==> src/rtl/lfsr_sng.sv <==
// LFSR-driven stochastic number generator: a Fibonacci LFSR compared against a
// latched probability word emits a framed LEN-bit stream and counts its ones.
module lfsr_sng #(
    parameter int               WIDTH = 8,
    parameter logic [WIDTH-1:0] TAPS  = WIDTH'(8'hB8),
    parameter int               LEN   = 255,
    parameter int               CNTW  = $clog2(LEN + 1)
) (
    input  logic             clk,
    input  logic             rst,
    input  logic [WIDTH-1:0] seed,
    input  logic             load,
    input  logic [WIDTH-1:0] prob,
    input  logic             start,
    input  logic             en,
    output logic             q,
    output logic             valid,
    output logic             done,
    output logic             busy,
    output logic [CNTW-1:0]  ones_cnt,
    output logic [WIDTH-1:0] lfsr_state
);

    typedef enum logic {
        IDLE = 1'b0,
        RUN  = 1'b1
    } state_t;

    localparam logic [CNTW-1:0]  LAST_IDX = CNTW'(LEN - 1);
    localparam logic [WIDTH-1:0] ONE_WORD = WIDTH'(1);

    state_t           state_reg;
    state_t           state_next;

    logic [WIDTH-1:0] r_reg;
    logic [WIDTH-1:0] prob_reg;
    logic [CNTW-1:0]  cnt_reg;
    logic [CNTW-1:0]  ones_reg;
    logic             q_reg;
    logic             valid_reg;
    logic             done_reg;

    logic             step_en;
    logic             load_ok;
    logic             start_ok;
    logic             last_bit;
    logic             hit;

    logic [WIDTH-1:0] tap_terms;
    logic             fb;
    logic [WIDTH-1:0] r_step;

    // Feedback is the parity of the tapped register bits.
    for (genvar gi = 0; gi < WIDTH; gi++) begin : g_tap
        assign tap_terms[gi] = r_reg[gi] & TAPS[gi];
    end

    assign fb     = ^tap_terms;
    assign r_step = {r_reg[WIDTH-2:0], fb};
    assign hit    = (r_reg <= prob_reg);

    always_ff @(posedge clk or negedge rst) begin
        if (!rst) begin
            state_reg <= IDLE;
        end else begin
            state_reg <= state_next;
        end
    end

    always_comb begin
        state_next = state_reg;
        case (state_reg)
            IDLE:    if (start) state_next = RUN;
            RUN:     if (en && (cnt_reg == LAST_IDX)) state_next = IDLE;
            default: state_next = IDLE;
        endcase
    end

    always_comb begin
        busy     = (state_reg == RUN);
        step_en  = (state_reg == RUN) && en;
        load_ok  = (state_reg == IDLE) && load;
        start_ok = (state_reg == IDLE) && start;
        last_bit = step_en && (cnt_reg == LAST_IDX);
    end

    // Load and start share an IDLE cycle cleanly: load owns r, start owns the
    // run bookkeeping, so the first RUN step already sees the new seed.
    always_ff @(posedge clk or negedge rst) begin
        if (!rst) begin
            r_reg     <= ONE_WORD;
            prob_reg  <= '0;
            cnt_reg   <= '0;
            ones_reg  <= '0;
            q_reg     <= 1'b0;
            valid_reg <= 1'b0;
            done_reg  <= 1'b0;
        end else begin
            valid_reg <= step_en;
            done_reg  <= last_bit;

            if (load_ok) begin
                r_reg <= (seed == '0) ? ONE_WORD : seed;
            end else if (step_en) begin
                r_reg <= r_step;
            end

            if (start_ok) begin
                prob_reg <= prob;
                cnt_reg  <= '0;
                ones_reg <= '0;
            end else if (step_en) begin
                q_reg    <= hit;
                ones_reg <= ones_reg + CNTW'(hit);
                cnt_reg  <= cnt_reg + CNTW'(1);
            end
        end
    end

    assign q          = q_reg;
    assign valid      = valid_reg;
    assign done       = done_reg;
    assign ones_cnt   = ones_reg;
    assign lfsr_state = r_reg;

endmodule
==> config.mk <==
export PLATFORM = sky130hd
export DESIGN_NAME = lfsr_sng
export DESIGN_NICKNAME = d
export VERILOG_FILES = /design/src/rtl/lfsr_sng.sv
export SDC_FILE = /design/constraint.sdc
export NUM_CORES = 1
export LEC_CHECK = 0
export BUFFER_PORTS_ARGS = -buffer_cell sky130_fd_sc_hd__buf_2
export CORE_ASPECT_RATIO = 0.5
export CORE_MARGIN = 5
export CORE_UTILIZATION = 46
export CTS_CLUSTER_SIZE = 24
export DETAILED_ROUTE_END_ITERATION = 6
export PLACE_DENSITY = 0.81
export SKIP_CTS_REPAIR_TIMING = 1
export SLEW_MARGIN = 10
export SYNTH_ARGS = -nofsm -noshare
export SYNTH_HDL_FRONTEND = slang
export SYNTH_SLANG_ARGS = --single-unit
==> constraint.sdc <==
create_clock -name clk -period 2.6 [get_ports clk]
set_clock_uncertainty 0.05 [all_clocks]
set_input_delay 0.52 -clock clk [delete_from_list [all_inputs] [get_ports clk]]
set_output_delay 0.52 -clock clk [all_outputs]
set_load 0.01 [all_outputs]
### Word level (Yosys, flattened, before mapping)

Index checks and enable logic that the tools add are counted.
Widths: inputs -> output; s select.

| word-level totals | value |
|---|---|
| flip-flop bits (word level) | 36 |
| output and inout port bits | 20 |
| logic and storage cells | 34 |
| bits of input ports | 21 |

| operators by class | value |
|---|---|
| eq/ne operators | 1 |
| mux-type cells | 10 |
| reduce and logical (&&, ||, !) cells | 10 |
| order comparisons | 1 |
| add/subtract/negate cells | 2 |
| bitwise operators | 2 |

Operator list:

| cell | count |
|---|---|
| $mux 8 | 7 |
| $add 8x1->8 | 1 |
| $add 8x1->8 const B | 1 |
| $eq 8x8->1 const B | 1 |
| $le 8x8->1 | 1 |
| $logic_not 8->1 | 1 |
| $reduce_xor 8->1 | 1 |
| $logic_and 1x1->1 | 5 |
| $reduce_bool 2->1 | 2 |
| $mux 1 | 2 |
| $not 1->1 | 2 |
| $pmux 1 s2 | 1 |
| $reduce_and 2->1 | 1 |

### Logic depth before layout (Yosys ltp)

Gate-level depths: netlist of run 1.

| logic depth | value |
|---|---|
| depth after elaboration | 4 |
| mapped depth | 11 |
| mapped depth without buffers | 11 |

### Least setup slack after synthesis of run 1

Ideal clock, no wire load.

| path | value |
|---|---|
| path kind | register to register |
| start point | register r_reg[1] (netlist: lfsr_state[1]) |
| end point | register ones_reg[6] (netlist: ones_cnt[6]) |
| data required time | 2421 ps |
| setup slack | 438 ps |
| data arrival time | 1983 ps |
| buffers on the path | 0 |
| library setup time | 129 ps |
| cell stages (with the launch flop) | 11 |
| clock period less this slack | 2162 ps |
| path through | dfrtp_1 -> ha_1 -> nor2b_1 -> o21ai_0 -> a21boi_0 -> o31ai_1 -> ha_1 -> ha_1 -> nand4_1 -> nand3_1 -> o21ai_0 |

| between the ends | value |
|---|---|
| longest elaborated chain between the ends | 4 |

Ends and longest elaborated chain:

| item | line | RTL |
|---|---|---|
| start: declaration | 35 | `logic [WIDTH-1:0] r_reg;` |
| start signal: assignment | 103 | `r_reg <= (seed == '0) ? ONE_WORD : seed;` |
| start signal: assignment | 105 | `r_reg <= r_step;` |
| $le 8x8->1 | 60 | `assign hit = (r_reg <= prob_reg);` |
| net hit | 47 | `logic hit;` |
| $add 8x1->8 | 114 | `ones_reg <= ones_reg + CNTW'(hit);` |
| $mux 8 | 112 | `end else if (step_en) begin` |
| $mux 8 | 108 | `if (start_ok) begin` |
| end signal: assignment | 114 |  |
| end: declaration | 38 | `logic [CNTW-1:0] ones_reg;` |

The timed path passes the listed nets, and every way through them passes these cells. The select of a mux whose other input is x is not followed.
A chain may end at the register's enable or synchronous reset.

### Worst setup path after layout of run 1

Same ends and word-level chain as after synthesis.

==> impl_metrics.env, run 1 <==
export IMPL_outcome="complete, no violations"
export IMPL_most_common_layout_cells="buf_2, dfrtp_1, o21ai_0, nand2_1, nor2_1"
export IMPL_numPortBuffers=40
export IMPL_p_per_area_mw_per_mm2=943
export IMPL_p_leak_uw=0.00106
export IMPL_antenna_found_initial=0
export IMPL_syn_area_mm2=0.00191
export IMPL_grt_usage_pct=15.0
export IMPL_avgSynthCellArea_um2=9.97
export IMPL_slowest_delay_ps=420
export IMPL_cts_root_buf="clkbuf_8"
export IMPL_hold_slack_ps=272
export IMPL_ir_drop_mv=0.530
export IMPL_grt_pass1_wl_mm=6.98
export IMPL_routed_wl_mm=4.07
export IMPL_fin_crit_sh_pct=90.7
export IMPL_wl_per_cell_um=14.1
export IMPL_core_area_mm2=0.00396
export IMPL_fmax_mhz=424
export IMPL_drive_gt1_share_pct=22.6
export IMPL_crit_type="register to register"
export IMPL_htree_num_levels=2
export IMPL_cts_tree="built"
export IMPL_worstHoldPathType="input port to asynchronous set/reset pin"
export IMPL_gp_congestion=0.853
export IMPL_finalSetupViolations=0
export IMPL_via_per_inst=5.30
export IMPL_ys_ff_latch=36
export IMPL_design_area_mm2=0.00225
export IMPL_worst_path_max_fanout=5
export IMPL_arrival_ps=2470
export IMPL_antenna_left=0
export IMPL_synthFlopType="dfrtp_1"
export IMPL_numCtsBuffers=5
export IMPL_synth_cells=192
export IMPL_path_clk_slew_ps=70
export IMPL_die_w_um=101
export IMPL_cpMostUsedCell="ha_1"
export IMPL_start_util_pct=48.3
export IMPL_setup_worst_path_end_class="register"
export IMPL_grt_overflow=0
export IMPL_clk_path_buf_depth=2
export IMPL_critPathBufInv=0
export IMPL_finalPower_uw=2120
export IMPL_synth_edf_count=0
export IMPL_hold_viol=0
export IMPL_required_ps=2710
export IMPL_via_count=1525
export IMPL_cp_slowest_cell="dfrtp_1"
export IMPL_synth_seq_area_share_pct=47.1
export IMPL_drcViolationCount=0
export IMPL_syn2layout_area_growth_pct=17.4
export IMPL_grt_pass1_vias=1559
export IMPL_min_period_ps=2360
export IMPL_worstPathCellList="ha_1 > nor2b_1 > o21ai_0 > a21boi_0 > o31ai_1 > ha_1 > ha_1 > nand4_1 > nand3_1 > o21ai_0"
export IMPL_worstMarginPinSlew_ps=832
export IMPL_maxSlewHeadroom_pct=44.3
export IMPL_die_area_mm2=0.00563
export IMPL_nNetsFinal=266
export IMPL_dieHeight_um=55.6
export IMPL_worstSetupStartpointType="register"
export IMPL_async_flop_share_pct=100
export IMPL_num_rows=16
export IMPL_drt_pass1_iterations=4
export IMPL_crit_family="adder cells"
export IMPL_place_area_mm2=0.00214
export IMPL_yosysWarningCount=0
export IMPL_drv_cap=0
export IMPL_tns_ps=0
export IMPL_grt_start_max_net_pins=37
export IMPL_mappedNetlistNets=225
export IMPL_insertedDiodeCount=0
export IMPL_layout_commonest_cell="buf_2"
export IMPL_clock_latency_ps=280
export IMPL_post_dp_hpwl_mm=2.99
export IMPL_cts_sinks=36
export IMPL_rsz0062_at_grt="no"
export IMPL_fill_cells=336
export IMPL_synthDistinctLibCells=36
export IMPL_drt_iter0_drc=78
export IMPL_slew_viol_final=0
export IMPL_ios=41
-- layer usage --
metal / up-vias / track usage [%] / wire (um)
met5: - / 0 / 0
li1: 758 / - / -
met1: 730 / 19.1 / 1880
met4: 0 / 5.11 / 95
met3: 8 / 3.50 / 147
met2: 29 / 24.9 / 1950
-- kinds of logic (layout without fill, tap and decap cells) --
logic type	Yosys count	count (layout)	share of synthesized area, %
and+or+nand+nor	67	67	18.8
AOI/OAI and AO/OA	43	43	13.4
DFF	36	36	47.1
buffers and inverters	17	59	4.57
adders and majority gates	12	12	7.84
xor gates and xnor gates	10	10	4.57
muxes	7	7	3.66
-- stage by stage --
stage | setup slack (ps) | cells | util, %
after floorplan | 438 | 192 | -
after global placement | 365 | 280 | 54.0
after detailed placement | 250 | 280 | 54.0
after CTS | 237 | 288 | 56.7
after global routing | 8.30 | 288 | 56.7
final | 242 | 288 | 56.7
-- cells in the mapped netlist, types with 2 or more instances --
cell       n  area share [%]
a22o_1     2            0.92
inv_1      9             1.8
nand3_1    3            0.78
and4_1     2            0.92
o21ai_0   18             4.7
a211oi_1   8             3.1
nor3_1     4             1.0
ha_1      12             7.8
nor2_1    13             2.5
buf_2      4             1.0
a21oi_1   10             2.6
nor2b_1    8             2.6
nand2_1   18             3.5
xor2_1     6             2.7
dfrtp_1   35              46
xnor2_1    4             1.8
buf_6      2             1.2
nand4_1    8             2.6
and3_1     2            0.65
nand2b_1   2            0.65
mux2i_1    7             3.7
-- layout make-up --
type                    count  area (um2)  share of cell area (%)
well taps                  54        67.6                    3.01
flip-flops and latches     36         902                    40.1
clock buffers               6        72.6                    3.23
multi-input cells         139         925                    41.1
repair buffers             41         208                    9.24
clock inverters             2        35.0                    1.56
inverters                  10        37.5                    1.67
-- where the power goes --
part | internal (uW) | total [uW] | switching [uW] | leakage [uW]
clock | 285 | 483 | 198 | 0.0000552
sequential | 720 | 908 | 188 | 0.000440
combinational | 359 | 728 | 369 | 0.000569
total | 1360 | 2120 | 755 | 0.00106
-- final timing paths --
path | from | end | slack, ps | cells past startpoint
max in group asynchronous | rst | prob_reg[6] | 1720 | 1
worst min register to register | ones_cnt[3] | ones_cnt[3] | 460 | 1
worst min-delay path | rst | lfsr_state[2] | 270 | 1
min in group clk | prob[2] | prob_reg[2] | 380 | 3
worst max-delay path | lfsr_state[1] | ones_cnt[6] | 240 | 10
worst max register to register | lfsr_state[1] | ones_cnt[6] | 240 | 10
-- worst reg2reg max path: stages, from the launching register on --
cell and delay (ps):
dfrtp_1 420, ha_1 330, nor2b_1 130, o21ai_0 170
a21boi_0 110, o31ai_1 230, ha_1 260, ha_1 230
nand4_1 130, nand3_1 100, o21ai_0 70
Note: power is estimated with default switching activity, not from simulation.
==> run 2, diff against run 1 <==
CORE_UTILIZATION = 54   (was 46)
PLACE_DENSITY = 0.91   (was 0.81)
SLEW_MARGIN = unset   (was 10)
clock period = 2.3 ns   (was 2.6 ns; I/O delays follow)
==> run 2 against run 1 <==
  * The flow now finishes with violations (setup timing)
  * Die area fell by 13%
  * Maximum frequency fell by 0.30%
  * Sequential share of layout area fell by 2.9 points
  * Via count rose by 12%
  * Power rose by 29%
  * Cell area rose by 8.1%
  * Worst setup slack got worse by 310 ps
  * Register-to-register slack got worse by 310 ps
  * First-iteration DRC count rose by 33%
  * Critical path depth did not move
  * Critical path type unchanged
  * Largest cell class unchanged
  * Largest power group is now combinational logic
  * Highest routed layer unchanged
==> impl_metrics.env, run 2 (synthesis results as in run 1) <==
export IMPL_gp_congestion=0.868
export IMPL_numCtsBuffers=5
export IMPL_min_period_ps=2370
export IMPL_grt_overflow=0
export IMPL_die_w_um=94.2
export IMPL_hold_viol=0
export IMPL_path_clk_slew_ps=70
export IMPL_clk_path_buf_depth=2
export IMPL_cts_sinks=36
export IMPL_p_leak_uw=0.00111
export IMPL_fmax_mhz=423
export IMPL_insertedDiodeCount=0
export IMPL_cp_slowest_cell="dfrtp_1"
export IMPL_worstHoldPathType="input port to asynchronous set/reset pin"
export IMPL_start_util_pct=56.0
export IMPL_antenna_found_initial=0
export IMPL_worst_path_max_fanout=4
export IMPL_numPortBuffers=40
export IMPL_rsz0062_at_grt="yes"
export IMPL_critPathBufInv=1
export IMPL_fill_cells=223
export IMPL_layout_commonest_cell="buf_2"
export IMPL_worstReg2RegEnd="ones_cnt[7]"
export IMPL_ff2ff_path_depth=10
export IMPL_crit_type="register to register"
export IMPL_fin_ws_ps=-65.5
export IMPL_ios=41
export IMPL_most_common_layout_cells="buf_2, dfrtp_1, nand2_1"
export IMPL_drive_gt1_share_pct=34.6
export IMPL_maxSlewHeadroom_pct=46.5
export IMPL_drt_pass1_iterations=4
export IMPL_core_area_mm2=0.00342
export IMPL_register_area_um2=903
export IMPL_outcome="finished, violations left"
export IMPL_p_per_area_mw_per_mm2=1120
export IMPL_worstPathCellList="inv_2 > ha_4 > a21oi_1 > a21boi_2 > o31ai_2 > ha_2 > and3_4 > nand4_1 > xor2_1 > nor2_1"
export IMPL_num_rows=15
export IMPL_multi_input_area_mm2=0.00103
export IMPL_post_place_ws_ps=-14.2
export IMPL_htree_num_levels=2
export IMPL_ir_drop_mv=0.648
export IMPL_ff2ff_setup_slack_ps=-70
export IMPL_grt_start_max_net_pins=37
export IMPL_worstMarginPinSlew_ps=803
export IMPL_drcViolationCount=0
export IMPL_violations="setup timing"
export IMPL_syn2layout_area_growth_pct=26.9
export IMPL_dieHeight_um=52.1
export IMPL_slowest_delay_ps=390
export IMPL_post_dp_hpwl_mm=3.08
export IMPL_cts_root_buf="clkbuf_8"
export IMPL_antenna_left=0
export IMPL_via_count=1710
export IMPL_arrival_ps=2500
export IMPL_grt_pass1_vias=1630
export IMPL_slew_viol_final=0
export IMPL_worstSetupStartpointType="register"
export IMPL_drv_cap=0
export IMPL_via_per_inst=5.76
export IMPL_required_ps=2440
export IMPL_cts_tree="built"
export IMPL_setup_worst_path_end_class="register"
export IMPL_grt_usage_pct=20.4
export IMPL_r2r_start="prob_reg[3]"
export IMPL_drt_iter0_drc=104
export IMPL_grt_pass1_wl_mm=7.66
export IMPL_fin_crit_sh_pct=103
export IMPL_die_area_mm2=0.00491
export IMPL_routed_wl_mm=5.09
export IMPL_crit_family="compound AO/OA/AOI/OAI gates"
export IMPL_wl_per_cell_um=17.1
export IMPL_finalSetupViolations=1
export IMPL_nNetsFinal=278
export IMPL_tns_ps=-65.5
export IMPL_clock_latency_ps=300
-- run 2: cell types whose count changed in the layout (fill, tap and decap cells not counted), moves of 2 or more --
cell	delta
ha_4	+6
ha_1	-8
o21ai_0	-2
inv_1	-5
ha_2	+2
buf_4	+12
inv_2	+5
-- run 2: worst max-delay path by stage --
stage                  startpoint          end  slack (ps)  cells after the start
detailed placement  lfsr_state[1]  ones_cnt[7]         -10                     10
finish                prob_reg[3]  ones_cnt[7]         -70                     10
CTS                 lfsr_state[1]  ones_cnt[7]         -50                     10
global placement    lfsr_state[1]  ones_cnt[6]         120                     10
global route          prob_reg[3]  ones_cnt[7]        -180                     10
floorplan           lfsr_state[1]  ones_cnt[6]         140                     10
-- run 2: routing by layer --
metal	vias to the layer above	part of all wire (%)	global-route usage (%)
met5	-	0	0
li1	784	-	-
met1	808	40	24.7
met3	18	8.1	5.49
met4	0	3.1	7.43
met2	100	49	35.6
-- run 2: through the flow --
step / util, % / std cells / hold slack, ps / power (uW) / cell area [um2]
floorplan: - / 192 / 114 / 1560 / 1910
global route: 71.1 / 297 / 260 / 2890 / 2430
detailed placement: 63.6 / 282 / 426 / 1930 / 2170
CTS: 66.4 / 290 / 225 / 2420 / 2270
finish: 71.1 / 297 / 190 / 2720 / 2430
global placement: 63.6 / 282 / 429 / 1880 / 2170
-- run 2: area by class of cell --
class	count	share of cell area, %
repair buffers	53	12.3
clock inverters	1	0.309
flip-flops and latches	36	37.2
inverters	10	1.55
multi-input cells	139	42.5
well taps	51	2.63
clock buffers	7	3.55
-- run 2: where the power goes --
part	internal, uW	leakage, uW	switching, uW	total, uW
Combinational	637	0.000625	591	1230
Sequential	817	0.000439	197	1010
Clock	243	0.0000445	238	481
==> run 3, diff against run 2 <==
PLACE_DENSITY = 0.79   (was 0.91)
SLEW_MARGIN = 20   (was unset)
==> run 3 against run 2 <==
  * The flow now finishes without violations
  * Highest routed layer unchanged
  * Non-clock buffer count down 3
  * Sequential power is essentially flat
  * Power is 2.6% higher
  * Flip-flop and latch count did not move
  * Maximum frequency increased by 3.6%
==> impl_metrics.env, run 3 (synthesis results as in run 1) <==
export IMPL_grt_overflow=0
export IMPL_numPortBuffers=40
export IMPL_slew_viol_final=0
export IMPL_die_area_mm2=0.00491
export IMPL_start_util_pct=56.0
export IMPL_drive_gt1_share_pct=33.3
export IMPL_cts_sinks=36
export IMPL_htree_num_levels=2
export IMPL_rsz0062_at_grt="yes"
export IMPL_drt_pass1_iterations=4
export IMPL_path_clk_slew_ps=70
export IMPL_worstSetupStartpointType="register"
export IMPL_grt_pass1_vias=1575
export IMPL_gp_congestion=0.860
export IMPL_die_w_um=94.2
export IMPL_num_rows=15
export IMPL_design_area_mm2=0.00243
export IMPL_worstHoldPathType="input port to asynchronous set/reset pin"
export IMPL_arrival_ps=2420
export IMPL_p_leak_uw=0.00112
export IMPL_syn2layout_area_growth_pct=27.2
export IMPL_clock_latency_ps=290
export IMPL_nNetsFinal=275
export IMPL_post_dp_hpwl_mm=3.00
export IMPL_antenna_left=0
export IMPL_ir_drop_mv=0.627
export IMPL_finalSetupViolations=0
export IMPL_required_ps=2430
export IMPL_maxSlewHeadroom_pct=46.3
export IMPL_most_common_layout_cells="buf_2, dfrtp_1, nand2_1"
export IMPL_wl_per_cell_um=15.2
export IMPL_hold_viol=0
export IMPL_clk_path_buf_depth=2
export IMPL_routed_wl_mm=4.46
export IMPL_hold_slack_ps=204
export IMPL_core_area_mm2=0.00342
export IMPL_crit_type="register to register"
export IMPL_numCtsBuffers=5
export IMPL_insertedDiodeCount=0
export IMPL_outcome="complete, no violations"
export IMPL_layout_commonest_cell="buf_2"
export IMPL_drcViolationCount=0
export IMPL_worstMarginPinSlew_ps=805
export IMPL_fmax_mhz=438
export IMPL_place_area_mm2=0.00218
export IMPL_ios=41
export IMPL_grt_pass1_wl_mm=7.16
export IMPL_setup_worst_path_end_class="register"
export IMPL_drt_iter0_drc=67
export IMPL_via_count=1631
export IMPL_dieHeight_um=52.1
export IMPL_cts_tree="built"
export IMPL_antenna_found_initial=0
export IMPL_p_per_area_mw_per_mm2=1150
export IMPL_via_per_inst=5.55
export IMPL_drv_cap=0
export IMPL_grt_usage_pct=19.1
export IMPL_cts_root_buf="clkbuf_8"
export IMPL_min_period_ps=2280
export IMPL_worst_path_max_fanout=3
export IMPL_grt_start_max_net_pins=37
export IMPL_fin_crit_sh_pct=99.3
==> run 3: cell count changes in the layout (fill, tap and decap cells not counted), sizes merged <==
cell / previous run / this run
clkinvlp: 1 / 0
buf: 53 / 50
bufinv: 0 / 1
==> run 3: metrics by stage <==
step	power (uW)	instances	setup WS, ps	util (%)	TNS, ps
global route	2980	294	-49.1	71.3	-67.6
floorplan	1560	192	138	-	0
detailed placement	1930	283	-104	63.8	-226
global placement	1880	283	118	63.8	0
CTS	2560	291	-105	67.5	-263
finish	2790	294	15.7	71.3	0
==> run 3: where the power goes <==
part / switching [uW] / total [uW] / internal (uW)
Clock: 234 / 617 / 383
Combinational: 562 / 1180 / 615
Sequential: 184 / 1000 / 816
Total: 980 / 2790 / 1810
==> run 3: worst paths after layout <==
check	cells past startpoint	slack, ps	end	start
min in group clk	3	320	prob_reg[0]	prob[0]
worst min-delay path	1	200	lfsr_state[2]	rst
worst max-delay path	10	20	ones_cnt[7]	lfsr_state[3]
max in group asynchronous	1	1440	lfsr_state[7]	rst
worst max register to register	10	20	ones_cnt[7]	lfsr_state[3]
worst min register to register	2	450	prob_reg[0]	prob_reg[0]
==> run 3: final cells by class <==
cell class | count | area, um2
timing repair buffer | 50 | 275
clock inverter | 1 | 30.0
multi-input combinational | 139 | 1030
tap | 51 | 63.8
inverter | 10 | 37.5
clock buffer | 7 | 96.3
sequential | 36 | 903
fill | 255 | 981
==> run 3: critical path, stage by stage (launching register included) <==
cell      delay, ps
dfrtp_1         390
ha_1            340
and2_4          180
o21ai_2          70
a21boi_2         80
o31ai_2         270
ha_2            260
and3_4          180
nand4_1         120
xor2_1          190
nor2_1           50
==> run 3: metal layers <==
metal / vias to the layer above / GRT usage (%) / part of all wire [%]
li1: 777 / - / -
met1: 799 / 24.1 / 44
met5: - / 0 / 0
met4: 0 / 5.52 / 1.3
met2: 48 / 32.7 / 49
met3: 7 / 5.06 / 5.5
